[src/rtl/axis_video_to_rgb.sv]
// axis_video_to_rgb
//   Accepts a 48-bit AXI4-Stream video stream (six 8-bit components per beat),
//   checks the line/frame structure, and presents each beat on a parallel
//   RGB port with every component widened to 10 bits.
//
//   Ports
//     clk_i, reset_n_i       clock, asynchronous active-low reset
//     s_axis_video_*         AXI4-Stream slave. TUSER = start of frame,
//                            TLAST = end of line. TKEEP/TSTRB/TDEST/TID are
//                            accepted but not used.
//     rgb_data_o[119:0]      component k in [10k+9:10k]; bits [119:60] are 0
//     rgb_data_valid_o[5:0]  all ones while a word is transferred, else 0
//     rgb_ready_i            sink accepts the presented word this cycle
//     sof_o, eol_o           first-of-frame / last-of-line, qualified by valid
//     err_o[2:0]             one-cycle pulses, one cycle after the beat:
//                            [0] early TLAST, [1] missing TLAST,
//                            [2] TUSER in mid-frame

// Per-component widening: 8-bit component placed in the MSBs of a 10-bit
// slot, LSBs zero.
module axis_video_to_rgb_lane (
  input  logic [7:0] comp,
  output logic [9:0] pix
);
  assign pix = {comp, 2'b00};
endmodule

module axis_video_to_rgb #(
  parameter int LINE_BEATS  = 3840,
  parameter int FRAME_LINES = 2610,
  parameter int FIFO_DEPTH  = 4
) (
  input  logic         clk_i,
  input  logic         reset_n_i,
  input  logic [47:0]  s_axis_video_TDATA,
  input  logic [5:0]   s_axis_video_TKEEP,
  input  logic [5:0]   s_axis_video_TSTRB,
  input  logic [0:0]   s_axis_video_TDEST,
  input  logic [0:0]   s_axis_video_TID,
  input  logic         s_axis_video_TUSER,
  input  logic         s_axis_video_TLAST,
  input  logic         s_axis_video_TVALID,
  output logic         s_axis_video_TREADY,
  output logic [119:0] rgb_data_o,
  output logic [5:0]   rgb_data_valid_o,
  input  logic         rgb_ready_i,
  output logic         sof_o,
  output logic         eol_o,
  output logic [2:0]   err_o
);
  localparam int NUM_LANES = 6;
  localparam int VEC_W     = 8;
  localparam int PIX_W     = 10;
  localparam int BW        = (LINE_BEATS  > 1) ? $clog2(LINE_BEATS)  : 1;
  localparam int LW        = (FRAME_LINES > 1) ? $clog2(FRAME_LINES) : 1;
  localparam int PW        = (FIFO_DEPTH  > 1) ? $clog2(FIFO_DEPTH)  : 1;
  localparam int CW        = $clog2(FIFO_DEPTH + 1);

  localparam logic [BW-1:0] BEAT_LAST = BW'(LINE_BEATS - 1);
  localparam logic [LW-1:0] LINE_LAST = LW'(FRAME_LINES - 1);
  localparam logic [PW-1:0] PTR_LAST  = PW'(FIFO_DEPTH - 1);
  localparam logic [CW-1:0] FULL_CNT  = CW'(FIFO_DEPTH);

  typedef struct packed {
    logic [NUM_LANES-1:0][VEC_W-1:0] data;
    logic                            sof;
    logic                            eol;
  } entry_t;

  typedef enum logic {WAIT_SOF = 1'b0, ACTIVE = 1'b1} state_t;

  state_t        state_q, state_d;
  logic [BW-1:0] beat_q, beat_d;
  logic [LW-1:0] line_q, line_d;
  logic [2:0]    err_q, err_d;
  logic [PW-1:0] wr_ptr_q, rd_ptr_q;
  logic [CW-1:0] count_q;
  logic          empty, full, hs, push, pop, eol_c, tready;
  entry_t        wr_entry, head;
  entry_t        mem [FIFO_DEPTH];
  logic [NUM_LANES-1:0][PIX_W-1:0] pix;

  // Sideband fields carry no meaning for this sink.
  logic unused_sideband;
  assign unused_sideband = ^{s_axis_video_TKEEP, s_axis_video_TSTRB,
                             s_axis_video_TDEST, s_axis_video_TID};

  assign empty = (count_q == '0);
  assign full  = (count_q == FULL_CNT);

  // Ready is a function of registered state only (no path from TVALID).
  // The FIFO is always empty in WAIT_SOF, since only reset returns there.
  assign tready = reset_n_i & ((state_q == WAIT_SOF) | ~full);
  assign s_axis_video_TREADY = tready;
  assign hs = s_axis_video_TVALID & tready;

  // ---------------------------------------------------------------- framing
  always_ff @(posedge clk_i or negedge reset_n_i) begin
    if (!reset_n_i) begin
      state_q <= WAIT_SOF;
      beat_q  <= '0;
      line_q  <= '0;
      err_q   <= '0;
    end else begin
      state_q <= state_d;
      beat_q  <= beat_d;
      line_q  <= line_d;
      err_q   <= err_d;
    end
  end

  always_comb begin
    state_d       = state_q;
    beat_d        = beat_q;
    line_d        = line_q;
    err_d         = '0;
    push          = 1'b0;
    eol_c         = s_axis_video_TLAST | (beat_q == BEAT_LAST);
    wr_entry.data = s_axis_video_TDATA;
    wr_entry.sof  = s_axis_video_TUSER;
    wr_entry.eol  = eol_c;
    case (state_q)
      WAIT_SOF: begin
        // Beats before the first start-of-frame are consumed and dropped.
        if (hs && s_axis_video_TUSER) begin
          push    = 1'b1;
          state_d = ACTIVE;
          beat_d  = (beat_q == BEAT_LAST) ? '0 : BW'(1);
          line_d  = '0;
        end
      end
      ACTIVE: begin
        if (hs) begin
          push = 1'b1;
          if (s_axis_video_TUSER && !(beat_q == '0 && line_q == '0)) begin
            // Stray start-of-frame: resynchronise on it.
            err_d[2] = 1'b1;
            beat_d   = BW'(1);
            line_d   = '0;
          end else if (eol_c) begin
            err_d[0] = s_axis_video_TLAST & (beat_q != BEAT_LAST);
            err_d[1] = ~s_axis_video_TLAST;
            beat_d   = '0;
            line_d   = (line_q == LINE_LAST) ? '0 : line_q + 1'b1;
          end else begin
            beat_d = beat_q + 1'b1;
          end
        end
      end
      default: state_d = WAIT_SOF;
    endcase
  end

  assign err_o = err_q;

  // ------------------------------------------------------------ output FIFO
  assign pop = ~empty & rgb_ready_i;

  always_ff @(posedge clk_i or negedge reset_n_i) begin
    if (!reset_n_i) begin
      wr_ptr_q <= '0;
      rd_ptr_q <= '0;
      count_q  <= '0;
    end else begin
      if (push) wr_ptr_q <= (wr_ptr_q == PTR_LAST) ? '0 : wr_ptr_q + 1'b1;
      if (pop)  rd_ptr_q <= (rd_ptr_q == PTR_LAST) ? '0 : rd_ptr_q + 1'b1;
      case ({push, pop})
        2'b10:   count_q <= count_q + 1'b1;
        2'b01:   count_q <= count_q - 1'b1;
        default: count_q <= count_q;
      endcase
    end
  end

  // Storage needs no reset; the head is only observed when non-empty.
  always_ff @(posedge clk_i) begin
    if (push) mem[wr_ptr_q] <= wr_entry;
  end

  assign head = mem[rd_ptr_q];

  for (genvar g = 0; g < NUM_LANES; g++) begin : g_lane
    axis_video_to_rgb_lane u_lane (
      .comp (head.data[g]),
      .pix  (pix[g])
    );
  end

  // Data is forced to zero when empty so that reset and idle read as 0.
  assign rgb_data_o       = empty ? '0 : {{(120 - NUM_LANES*PIX_W){1'b0}}, pix};
  assign rgb_data_valid_o = {NUM_LANES{pop}};
  assign sof_o            = pop & head.sof;
  assign eol_o            = pop & head.eol;
endmodule

[config.mk]
export PLATFORM = sky130hd
export DESIGN_NAME = axis_video_to_rgb
export DESIGN_NICKNAME = d
export VERILOG_FILES = /design/src/rtl/axis_video_to_rgb.sv
export SDC_FILE = /design/constraint.sdc
export NUM_CORES = 1
export LEC_CHECK = 0
export ABC_CLOCK_PERIOD_IN_PS = 2360
export BUFFER_PORTS_ARGS = -buffer_cell sky130_fd_sc_hd__buf_2
export CAP_MARGIN = 0
export CORE_MARGIN = 3
export CORE_UTILIZATION = 50
export DETAILED_ROUTE_END_ITERATION = 8
export PLACE_DENSITY_LB_ADDON = 0.2
export SYNTH_ARGS = -nofsm -noshare
export SYNTH_HDL_FRONTEND = slang
export SYNTH_SLANG_ARGS = --single-unit
[constraint.sdc]
create_clock -name clk_i -period 2.36 [get_ports clk_i]
set_clock_uncertainty 0.2 [all_clocks]
set_input_delay 0.236 -clock clk_i [delete_from_list [all_inputs] [get_ports clk_i]]
set_output_delay 0.236 -clock clk_i [all_outputs]
set_load 0.01 [all_outputs]
==> results by group, run 1 <==
Placed design
  • Place WS: 0.0581 ns
  • Cell area after placement: 11,000 um^2
  • Placed insts: 1,003
  • Port bufs: 113
  • Final HPWL DP: 12.4 mm
  • Final GP Congestion: 0.838

Synth
  • Synth Area in Compound Gates: 2.55%
  • Post-synthesis sequential area ratio: approximately two thirds
  • Simple-Gate Fraction of Synth Area: approximately 8.6%
  • Syn Area/Cell: about 16 um^2
  • Synth area leaders: edfxtp_1 (59%), mux4_2 (11%), dfrtp_1 (8.6%), buf_4 (5.7%), nor2b_1 (3.1%)
  • Share of the synthesized area in the top cell type: about three fifths
  • Synth cell types: 51
  • Post-synthesis mux area share: 11.2%
  • Post-synthesis adder-cell area fraction: 1.54%
  • Synth warn: 0
  • Ys flop type: edfxtp_1
  • Most frequent cell after synthesis: edfxtp_1
  • Post-Synthesis Cells: 626
  • Largest family of logic cells by synthesized area: multiplexers
  • Synth async-reset ratio: 14.9%
  • #FFs+latches synth: 235
  • Post-synth top cells: edfxtp_1 (200), buf_4 (78), mux4_2 (50), nor2b_1 (50), dfrtp_1 (35)
  • XOR/XNOR share of the synthesized area: less than 1%
  • Post-synth EDFFs: 200
  • Post-Synthesis Cell Area: 10,200 um^2
  • Dominant cell type by area after synthesis: edfxtp_1

Job
  • Max-cap violations: 0

Min path
  • Hold WC Path Type: in -> async

Setup path
  • CP startpoint kind: register
  • Critical path data required time: roughly 1.9 ns
  • CP Class: reg -> out
  • Crit end category: output pin
  • WP data arrival: 2.05 ns
  • Crit-path max FO: 7

Timing
  • RSZ-0062 raised after global routing: true
  • Headroom to the max-slew limit: 59.0%
  • Final setup viols: 45
  • Final Worst Setup Slack: -0.127 ns
  • Part of the cycle the worst path needs: 105%
  • Slew Viols, Final: 0
  • Slew at the pin with the worst max-slew slack: roughly 0.61 ns
  • Hold WS: 0.142 ns
  • Fmax: 402 MHz
  • Min Tclk post-route: 2.49 ns
  • Final Hold Fails: 0

Finish
  • Synth-to-layout area growth: 22.8%
  • Post-route insts no fill: 1,113
  • Fin util: approximately 63%
  • Antenna cells: 0
  • Design area: 12,600 um^2
  • Share of cells above drive strength 1: a little under a third
  • Final #Nets: 910

Floorplanning
  • # rows: 51
  • Core region area: just under 20,000 um^2
  • Die area: ~22,000 um^2
  • Starting Density: approximately half
  • Horiz. Die Dim: 149 um
  • Die H: approximately 150 um
  • I/O pin total: 200

Power
  • Power per cell area: 1070 nW/um^2
  • Leak: about 0.0047 uW
  • Peak supply drop: slightly above 500 uV

Clock network
  • TritonCTS clock tree: yes
  • Clk_lat worst skew: 0.50 ns
  • CTS root buf: clkbuf_16
  • H-tree depth: 1
  • CTS Sinks: 235
  • Number of CTS-inserted buffers: 24
  • Clock transition at the registers of the reported paths: about 0.060 ns
  • Longest Clk Path Bufs: 3

Run status
  • Outcome: finished with violations
  • Failing checks: setup timing

Global routing
  • Vias in the first global route: 5,953
  • Initial antenna violation count: 0
  • First-pass GRT wire length: ~31 mm
  • Overall Global Routing Usage: 17.6%
  • Largest net degree at the start of global routing: 49
  • Gr ovfl total: 0

Drt
  • Residual DRC: 0
  • Drt via density: 5.21
  • Wirelength per Cell: 18.1 um
  • DR vias: 5,799
  • Aggregate routed wire length: 20.2 mm
  • TritonRoute pass-1 iters: 5
  • Initial DRC Count: between 300 and 400
  • Final ANT Viol Nets: 0
-- worst max-delay path, stage by stage, from the launching register on --
cell,delay (ns)
dfrtp_4,0.54
buf_4,0.17
clkbuf_16,0.15
mux4_2,0.40
nor2b_1,0.14
buf_2,0.15
-- routing by layer --
layer	GRT usage, %	share of wire [%]	up-vias
li1	-	-	2621
met1	24.2	42	2974
met2	30.6	52	184
met3	2.70	5.2	20
met4	3.25	1.1	0
met5	0	0	-
-- logic make-up after synthesis --
family | Yosys count
DFF | 235
AOI/OAI and AO/OA | 33
xor gates and xnor gates | 10
other | 1
and+or+nand+nor | 153
buffers and inverters | 130
adders and majority gates | 12
muxes | 52
-- per-stage QoR --
step | TNS, ns | power [uW]
global placement | 0 | 9340
CTS | -4.88 | 13400
detailed placement | 0 | 9450
finish | -2.85 | 13400
global route | -5.98 | 14100
floorplan | 0 | 7960
-- path summary, 6_finish.rpt --
kind                                        startpoint             end  slack (ns)  cells after the start
worst max register to register              count_q[0]      count_q[2]        0.17                      9
max in group asynchronous                    reset_n_i     rd_ptr_q[0]        1.43                      3
worst min-delay path                         reset_n_i      count_q[2]        0.14                      3
worst min register to register              count_q[0]      count_q[0]        0.34                      1
worst max-delay path                       rd_ptr_q[0]  rgb_data_o[52]       -0.13                      5
min in group clk_i              s_axis_video_TDATA[37]      mem[3][39]        0.29                      2
-- what timing repair did --
| item | in CTS | in global routing |
|---|---|---|
| setup endpoints to repair | 50 | 79 |
| gates cloned | 0 | 2 |
| hold buffers | 53 | 0 |
| hold endpoints to repair | 240 | 0 |
| resized for setup | 4 | 7 |
| buffers inserted | 2 | 9 |
| pin swaps | 0 | 3 |
-- power by group --
| part | internal [uW] | switching, uW | total [uW] |
|---|---|---|---|
| Sequential | 5010 | 223 | 5230 |
| Clock | 2300 | 1480 | 3780 |
| Combinational | 2200 | 2170 | 4370 |
-- final cells by class --
| type | count | area, um^2 |
|---|---|---|
| Inverter | 27 | 101 |
| Tap cell | 265 | 332 |
| Timing Repair Buffer | 210 | 1600 |
| Multi-Input combinational cell | 332 | 2840 |
| Clock inverter | 12 | 139 |
| Sequential cell | 235 | 6890 |
| Fill cell | 1453 | 7230 |
| Clock buffer | 32 | 662 |
-- state kept, by name, summed over array words and instances, names as in the netlist --
name,flops
wr_ptr_q,2
beat_q,12
rd_ptr_q,2
err_o,3
state_q,1
count_q,3
line_q,12
mem,200
-- cells in the final DEF, fill, tap and decap left out, types with 3 or more instances in the layout --
cell type / netlist / final
nand2_1: 18 / 18
conb_1: 1 / 72
xnor2_1: 5 / 5
nor3_1: 5 / 4
nor2_1: 17 / 17
dlygate4sd3_1: 0 / 53
clkinv_2: 0 / 3
inv_1: 26 / 26
dfrtp_1: 35 / 32
and3_2: 0 / 4
clkbuf_1: 16 / 6
clkinvlp_4: 0 / 3
ha_1: 11 / 10
edfxtp_1: 200 / 200
clkinv_1: 0 / 3
clkbuf_16: 0 / 27
nand3_1: 16 / 16
buf_12: 0 / 10
and3_1: 7 / 3
mux4_2: 50 / 50
o221ai_1: 10 / 10
nor2b_1: 50 / 50
buf_4: 78 / 33
bufinv_16: 0 / 3
xor2_1: 5 / 5
nand4_1: 14 / 14
and2_1: 5 / 5
o21ai_0: 9 / 9
a31oi_1: 3 / 3
nor4_1: 4 / 4
buf_2: 7 / 111
No activity file was read; power rests on OpenSTA's default activity.
==> run 2: changes to the inputs <==
Settings changed: CORE_UTILIZATION 50 to 40, HOLD_SLACK_MARGIN set to 0.15.
==> run 2 against run 1 <==
The flow still finishes with violations (setup timing). Register-to-register slack worse by 0.02 ns. First-iteration DRC count rose by 12%. Routed wire length grew 1.2%. Clock-buffer cell count shrank 4. Sequential cell count stayed put. Sequential power hardly changed. Non-clock buffer count shrank 6. Design area is 1.4% higher. Worst hold slack improved by 0.010 ns. Global-route usage fell by 3.1 points. Highest routed layer unchanged.
==> results by group, run 2 (synthesis results as in run 1) <==
Run status
  • Outcome: finished with violations
  • Failing checks: setup timing

Placed design
  • Final GP Congestion: 0.794
  • Cell area after placement: 11,100 um^2
  • Port bufs: 113
  • Final HPWL DP: 12.1 mm

Drt
  • Residual DRC: 0
  • Drt via density: 4.90
  • Initial DRC Count: 397
  • DR vias: about 5,700
  • TritonRoute pass-1 iters: 5
  • Wirelength per Cell: approximately 17 um
  • Aggregate routed wire length: 20.4 mm
  • Final ANT Viol Nets: 0

Global routing
  • Initial antenna violation count: 0
  • Vias in the first global route: approximately 5,900
  • Gr ovfl total: 0
  • Overall Global Routing Usage: 14.5%
  • First-pass GRT wire length: 32.5 mm
  • Largest net degree at the start of global routing: between 50 and 60

Finish
  • Fill count: 2,026
  • Share of cells above drive strength 1: 31.7%
  • Register Area: 6890 um^2
  • Multi-input gate area: 2890 um^2
  • Max FFs per register: 200
  • Fin util: approximately half
  • Design area: 12,700 um^2
  • Synth-to-layout area growth: 24.5%
  • Leading registers by flop count: mem: 200 flops, beat_q: 12 flops, line_q: 12 flops
  • Commonest non-fill, non-tap cell in the layout: edfxtp_1
  • Final #Nets: ~910
  • Biggest register: mem
  • Antenna cells: 0
  • Most frequent cells in the layout: edfxtp_1 (200), buf_2 (105), conb_1 (72)

Power
  • Clk pwr share: 27.5%
  • Peak supply drop: 565 uV
  • Power per cell area: 1080 nW/um^2
  • Switching power: 3960 uW
  • Total power: 13,700 uW
  • Comb power frac: 34.3%
  • Sequential power share: between 30% and 40%
  • Switching share of power: 28.9%
  • P_int: approximately 9700 uW
  • Leak: ~0.0048 uW

Timing
  • Slew Viols, Final: 0
  • Headroom to the max-slew limit: just over 60%
  • Hold WS: 0.152 ns
  • Slew at the pin with the worst max-slew slack: 0.564 ns
  • Final Hold Fails: 0
  • Final Worst Setup Slack: -0.129 ns
  • Fmax: 402 MHz
  • Final setup viols: 50
  • Part of the cycle the worst path needs: 105%
  • TNS Setup: -3.36 ns
  • Min Tclk post-route: about 2.5 ns
  • RSZ-0062 raised after global routing: true

Floorplanning
  • # rows: 57
  • Core region area: 24,700 um^2
  • Horiz. Die Dim: between 150 and 200 um
  • Die area: between 20,000 and 30,000 um^2
  • Die H: 166 um
  • I/O pin total: 200
  • Starting Density: 41.3%

Clock network
  • Clk_lat worst skew: roughly 0.50 ns
  • Number of CTS-inserted buffers: 25
  • CTS Sinks: ~240
  • Longest Clk Path Bufs: 3
  • TritonCTS clock tree: yes
  • Clock transition at the registers of the reported paths: 0.06 ns
  • CTS root buf: clkbuf_16
  • H-tree depth: 1

Setup path
  • Crit end category: output pin
  • WP data arrival: 2.05 ns
  • Max stage delay on crit path: ~0.48 ns
  • Slowest-stage cell, CP: dfrtp_4
  • Crit-path max FO: 5
  • CP startpoint kind: register
  • Crit-path cells: buf_6 > clkbuf_16 > mux4_2 > nor2b_1 > buf_2
  • CP Class: reg -> out
  • Critical path data required time: ~1.9 ns

Min path
  • Hold WC Path Type: in -> async

Job
  • Max-cap violations: 0
-- run 2: repair_timing --
item	4_1_cts	5_1_grt
resized for setup	26	12
hold buffers	53	0
pin swaps	0	3
endpoints found under the setup margin	50	67
cloned	1	1
buffers inserted	9	3
hold endpoints to repair	244	0
-- run 2: per-stage QoR --
step / setup slack [ns] / std cells
3_3_place_gp: 0.171 / 1055
4_1_cts: -0.178 / 1163
3_5_place_dp: 0.0894 / 1055
6_report: -0.129 / 1167
5_1_grt: -0.210 / 1167
2_1_floorplan: 0.114 / 697
-- run 2: final timing paths --
check,slack (ns),to,start,depth (start not counted)
worst max-delay path,-0.13,rgb_data_o[4],rd_ptr_q[0],5
worst min-delay path,0.15,line_q[7],reset_n_i,3
worst max register to register,0.15,count_q[2],state_q,9
worst min register to register,0.34,count_q[0],count_q[0],1
max in group asynchronous,1.43,rd_ptr_q[0],reset_n_i,3
min in group clk_i,0.29,mem[2][42],s_axis_video_TDATA[40],2
-- run 2: layer usage --
layer	track usage (%)	part of all wire, %
met5	0	0
met4	3.11	1.6
met3	2.33	4.9
met2	26.0	52
met1	18.9	41
-- run 2: cell type report --
cell class | count | area share [%]
Inverter | 27 | 0.796
Clock buffer | 28 | 5.00
Timing Repair Buffer | 204 | 12.9
Clock inverter | 17 | 1.31
Tap cell | 324 | 3.19
Multi-Input combinational cell | 332 | 22.7
Sequential cell | 235 | 54.1
-- run 2: worst max-delay path: cells and delay by family (launching register included) --
kind,cells,cell delay (ns)
multiplexers,1,0.48
buffers and inverters,3,0.45
flip-flops,1,0.48
AND/OR/NAND/NOR,1,0.14
-- run 2: power by group through the flow --
| stage | clock, uW | sequential, uW | combinational, uW |
|---|---|---|---|
| after floorplan | 0 | 5210 | 2750 |
| after global placement | 0 | 5320 | 4040 |
| after detailed placement | 0 | 5350 | 4090 |
| after CTS | 3890 | 5240 | 4690 |
| after global routing | 4060 | 5270 | 5110 |
| final | 3770 | 5230 | 4690 |
==> run 3: changes to the inputs <==
Settings changed: SYNTH_HIERARCHICAL set to 1.
==> run 3 against run 2 <==
The flow still finishes with violations (setup timing). Critical path depth did not move. Design area rose by 1.0%. Synthesized cell count rose by 8.5%. Largest cell class unchanged. Highest routed layer unchanged.
==> results by group, run 3 <==
Run status
  • Outcome: finished with violations
  • Failing checks: setup timing

Placed design
  • Final GP Congestion: 0.795
  • Placed insts: 1,075
  • Final HPWL DP: 12.6 mm
  • Port bufs: 113

Synth
  • Share of the synthesized area in the top cell type: 56.7%
  • Synth cell types: 50
  • Synth async-reset ratio: 14.9%
  • Post-Synthesis Cell Area: 10,600 um^2
  • Post-synth top cells: edfxtp_1 (200), buf_4 (126), and2_1 (65), mux4_2 (50), dfrtp_1 (35)
  • Post-Synthesis Cells: 679
  • Dominant cell type by area after synthesis: edfxtp_1
  • Most frequent cell after synthesis: edfxtp_1
  • Post-synth EDFFs: 200
  • Post-synthesis sequential area ratio: 64.9%
  • Syn Area/Cell: 15.6 um^2
  • Synth warn: 6
  • Synth area leaders: edfxtp_1 (57%), mux4_2 (11%), buf_4 (8.9%), dfrtp_1 (8.3%), and2_1 (3.8%)
  • #FFs+latches synth: roughly 240
  • Ys flop type: edfxtp_1

Timing
  • Hold WS: 0.160 ns
  • Fmax: about 400 MHz
  • Min Tclk post-route: ~2.5 ns
  • Final setup viols: 50
  • Final Worst Setup Slack: -0.133 ns
  • RSZ-0062 raised after global routing: true
  • Slew Viols, Final: 0
  • Final Hold Fails: 0
  • Part of the cycle the worst path needs: 106%

Power
  • Leak: 0.00491 uW
  • Power per cell area: 1080 nW/um^2
  • Peak supply drop: roughly 560 uV
  • Total power: about 14,000 uW

Finish
  • Max FFs per register: 200
  • Biggest register: mem
  • Final #Nets: 921
  • Leading registers by flop count: mem: 200 flops, beat_q: 12 flops, line_q: 12 flops
  • Synth-to-layout area growth: 21.3%
  • Fill count: around 2,200
  • Most frequent cells in the layout: edfxtp_1 (200), buf_2 (104), conb_1 (72)
  • Commonest non-fill, non-tap cell in the layout: edfxtp_1
  • Share of cells above drive strength 1: about 34%
  • Post-route insts no fill: 1,188
  • Antenna cells: 0

Global routing
  • First-pass GRT wire length: 32.0 mm
  • Gr ovfl total: 0
  • Vias in the first global route: 5,971
  • Overall Global Routing Usage: 14.0%
  • Largest net degree at the start of global routing: 63
  • Initial antenna violation count: 0

Drt
  • M1 WL: 9.05 mm
  • Residual DRC: 0
  • TritonRoute pass-1 iters: 5
  • Drt via density: 4.82
  • Final ANT Viol Nets: 0
  • Aggregate routed wire length: 20.9 mm
  • Top routing layer used: met4
  • Wirelength per Cell: 17.6 um
  • Initial DRC Count: 323
  • DR vias: roughly 5,700
  • DR WL met2: 10.4 mm
  • Met3 WL: 1.12 mm

Setup path
  • WP data arrival: 2.06 ns
  • Worst R2R Start: line_q[2]
  • Critical path data required time: 1.92 ns
  • CP startpoint kind: register
  • CP Class: reg -> out
  • Crit-path max FO: 8
  • Worst Setup SP: rd_ptr_q[0]
  • Worst Reg-to-Reg Cells: 8
  • Crit end category: output pin

Min path
  • Hold WC Path Type: in -> async

Clock network
  • Longest Clk Path Bufs: 3
  • CTS root buf: clkbuf_16
  • Number of CTS-inserted buffers: 25
  • CTS Sinks: 235
  • Clock transition at the registers of the reported paths: about 0.060 ns
  • Clk_lat worst skew: 0.50 ns
  • TritonCTS clock tree: yes
  • H-tree depth: 1

Job
  • Max-cap violations: 0

Floorplanning
  • I/O pin total: 200
  • Core region area: roughly 26,000 um^2
  • Starting Density: between 40% and 50%
  • Die H: around 170 um
  • Horiz. Die Dim: 169 um
  • Die area: 28,500 um^2
  • # rows: 58
## run 3: changes by cell type after synthesis, moves of 6 or more
cell / delta
buf_4: +48
o221ai_1: -10
and2_1: +60
buf_2: -6
conb_1: +6
inv_1: -10
nand4_1: -11
nor2b_1: -50
a21oi_1: +8
o21ai_0: +7
a31oi_1: +6
## run 3: final timing paths
path / endpoint / slack [ns]
setup / recovery: rgb_data_o[6] / -0.13
hold reg to reg: count_q[0] / 0.34
min in group clk_i: err_o[1] / 0.27
setup reg to reg: line_q[6] / 0.02
max in group asynchronous: rd_ptr_q[1] / 1.42
hold / removal: err_o[1] / 0.16
## run 3: cell type report
type                    instances  area [um^2]  area share [%]
repair buffers                221         1800            14.0
well taps                     330          413            3.21
flip-flops and latches        235         6890            53.6
multi-input cells             342         2970            23.1
clock inverters                16         90.1           0.701
clock buffers                  28          637            4.95
inverters                      16         60.1           0.467
## run 3: cells by family (layout without fill, tap and decap cells)
kind of cell / count (synthesis) / after routing / synth area share, %
other cells: 7 / 72 / 0.248
buf+inv: 167 / 281 / 10.7
xor+xnor: 9 / 9 / 0.744
simple gates: 150 / 150 / 8.25
mux: 52 / 52 / 10.8
flops: 235 / 235 / 64.9
fa+ha+maj: 12 / 12 / 1.49
compound gates: 47 / 47 / 2.83
## run 3: per-stage QoR
step / TNS (ns) / worst slack, ns / util, % / cell area [um^2]
CTS: -7.01 / -0.176 / 49.4 / 12700
global placement: -1.28 / -0.135 / 43.5 / 11200
finish: -5.23 / -0.133 / 50.2 / 12900
detailed placement: -1.27 / -0.129 / 43.5 / 11200
global route: -9.89 / -0.213 / 50.2 / 12900
floorplan: -8.99 / -0.0449 / - / 10900
## run 3: what timing repair did
action,CTS,global route
setup buffers,8,3
setup endpoints to repair,76,68
pin swaps,4,10
gates resized for setup,32,32
hold buffers,54,0
gates cloned,2,2
endpoints found under the hold margin,245,0
## run 3: layer usage
metal | GRT usage, % | vias up
met1 | 19.0 | 2917
li1 | - | 2640
met4 | 2.77 | 0
met2 | 23.8 | 146
met3 | 2.52 | 27
met5 | 0 | -
## run 3: power breakdown
group          switching (uW)  internal [uW]  total (uW)
combinational            2380           2740        5120
sequential                209           5010        5210
clock                    1480           2020        3500
## run 3: critical path, cell delays in order, from the launching register on
cell and delay [ns]:
dfrtp_4 0.42, buf_12 0.17, clkbuf_16 0.19, mux4_2 0.48, and2_1 0.15, buf_2 0.13
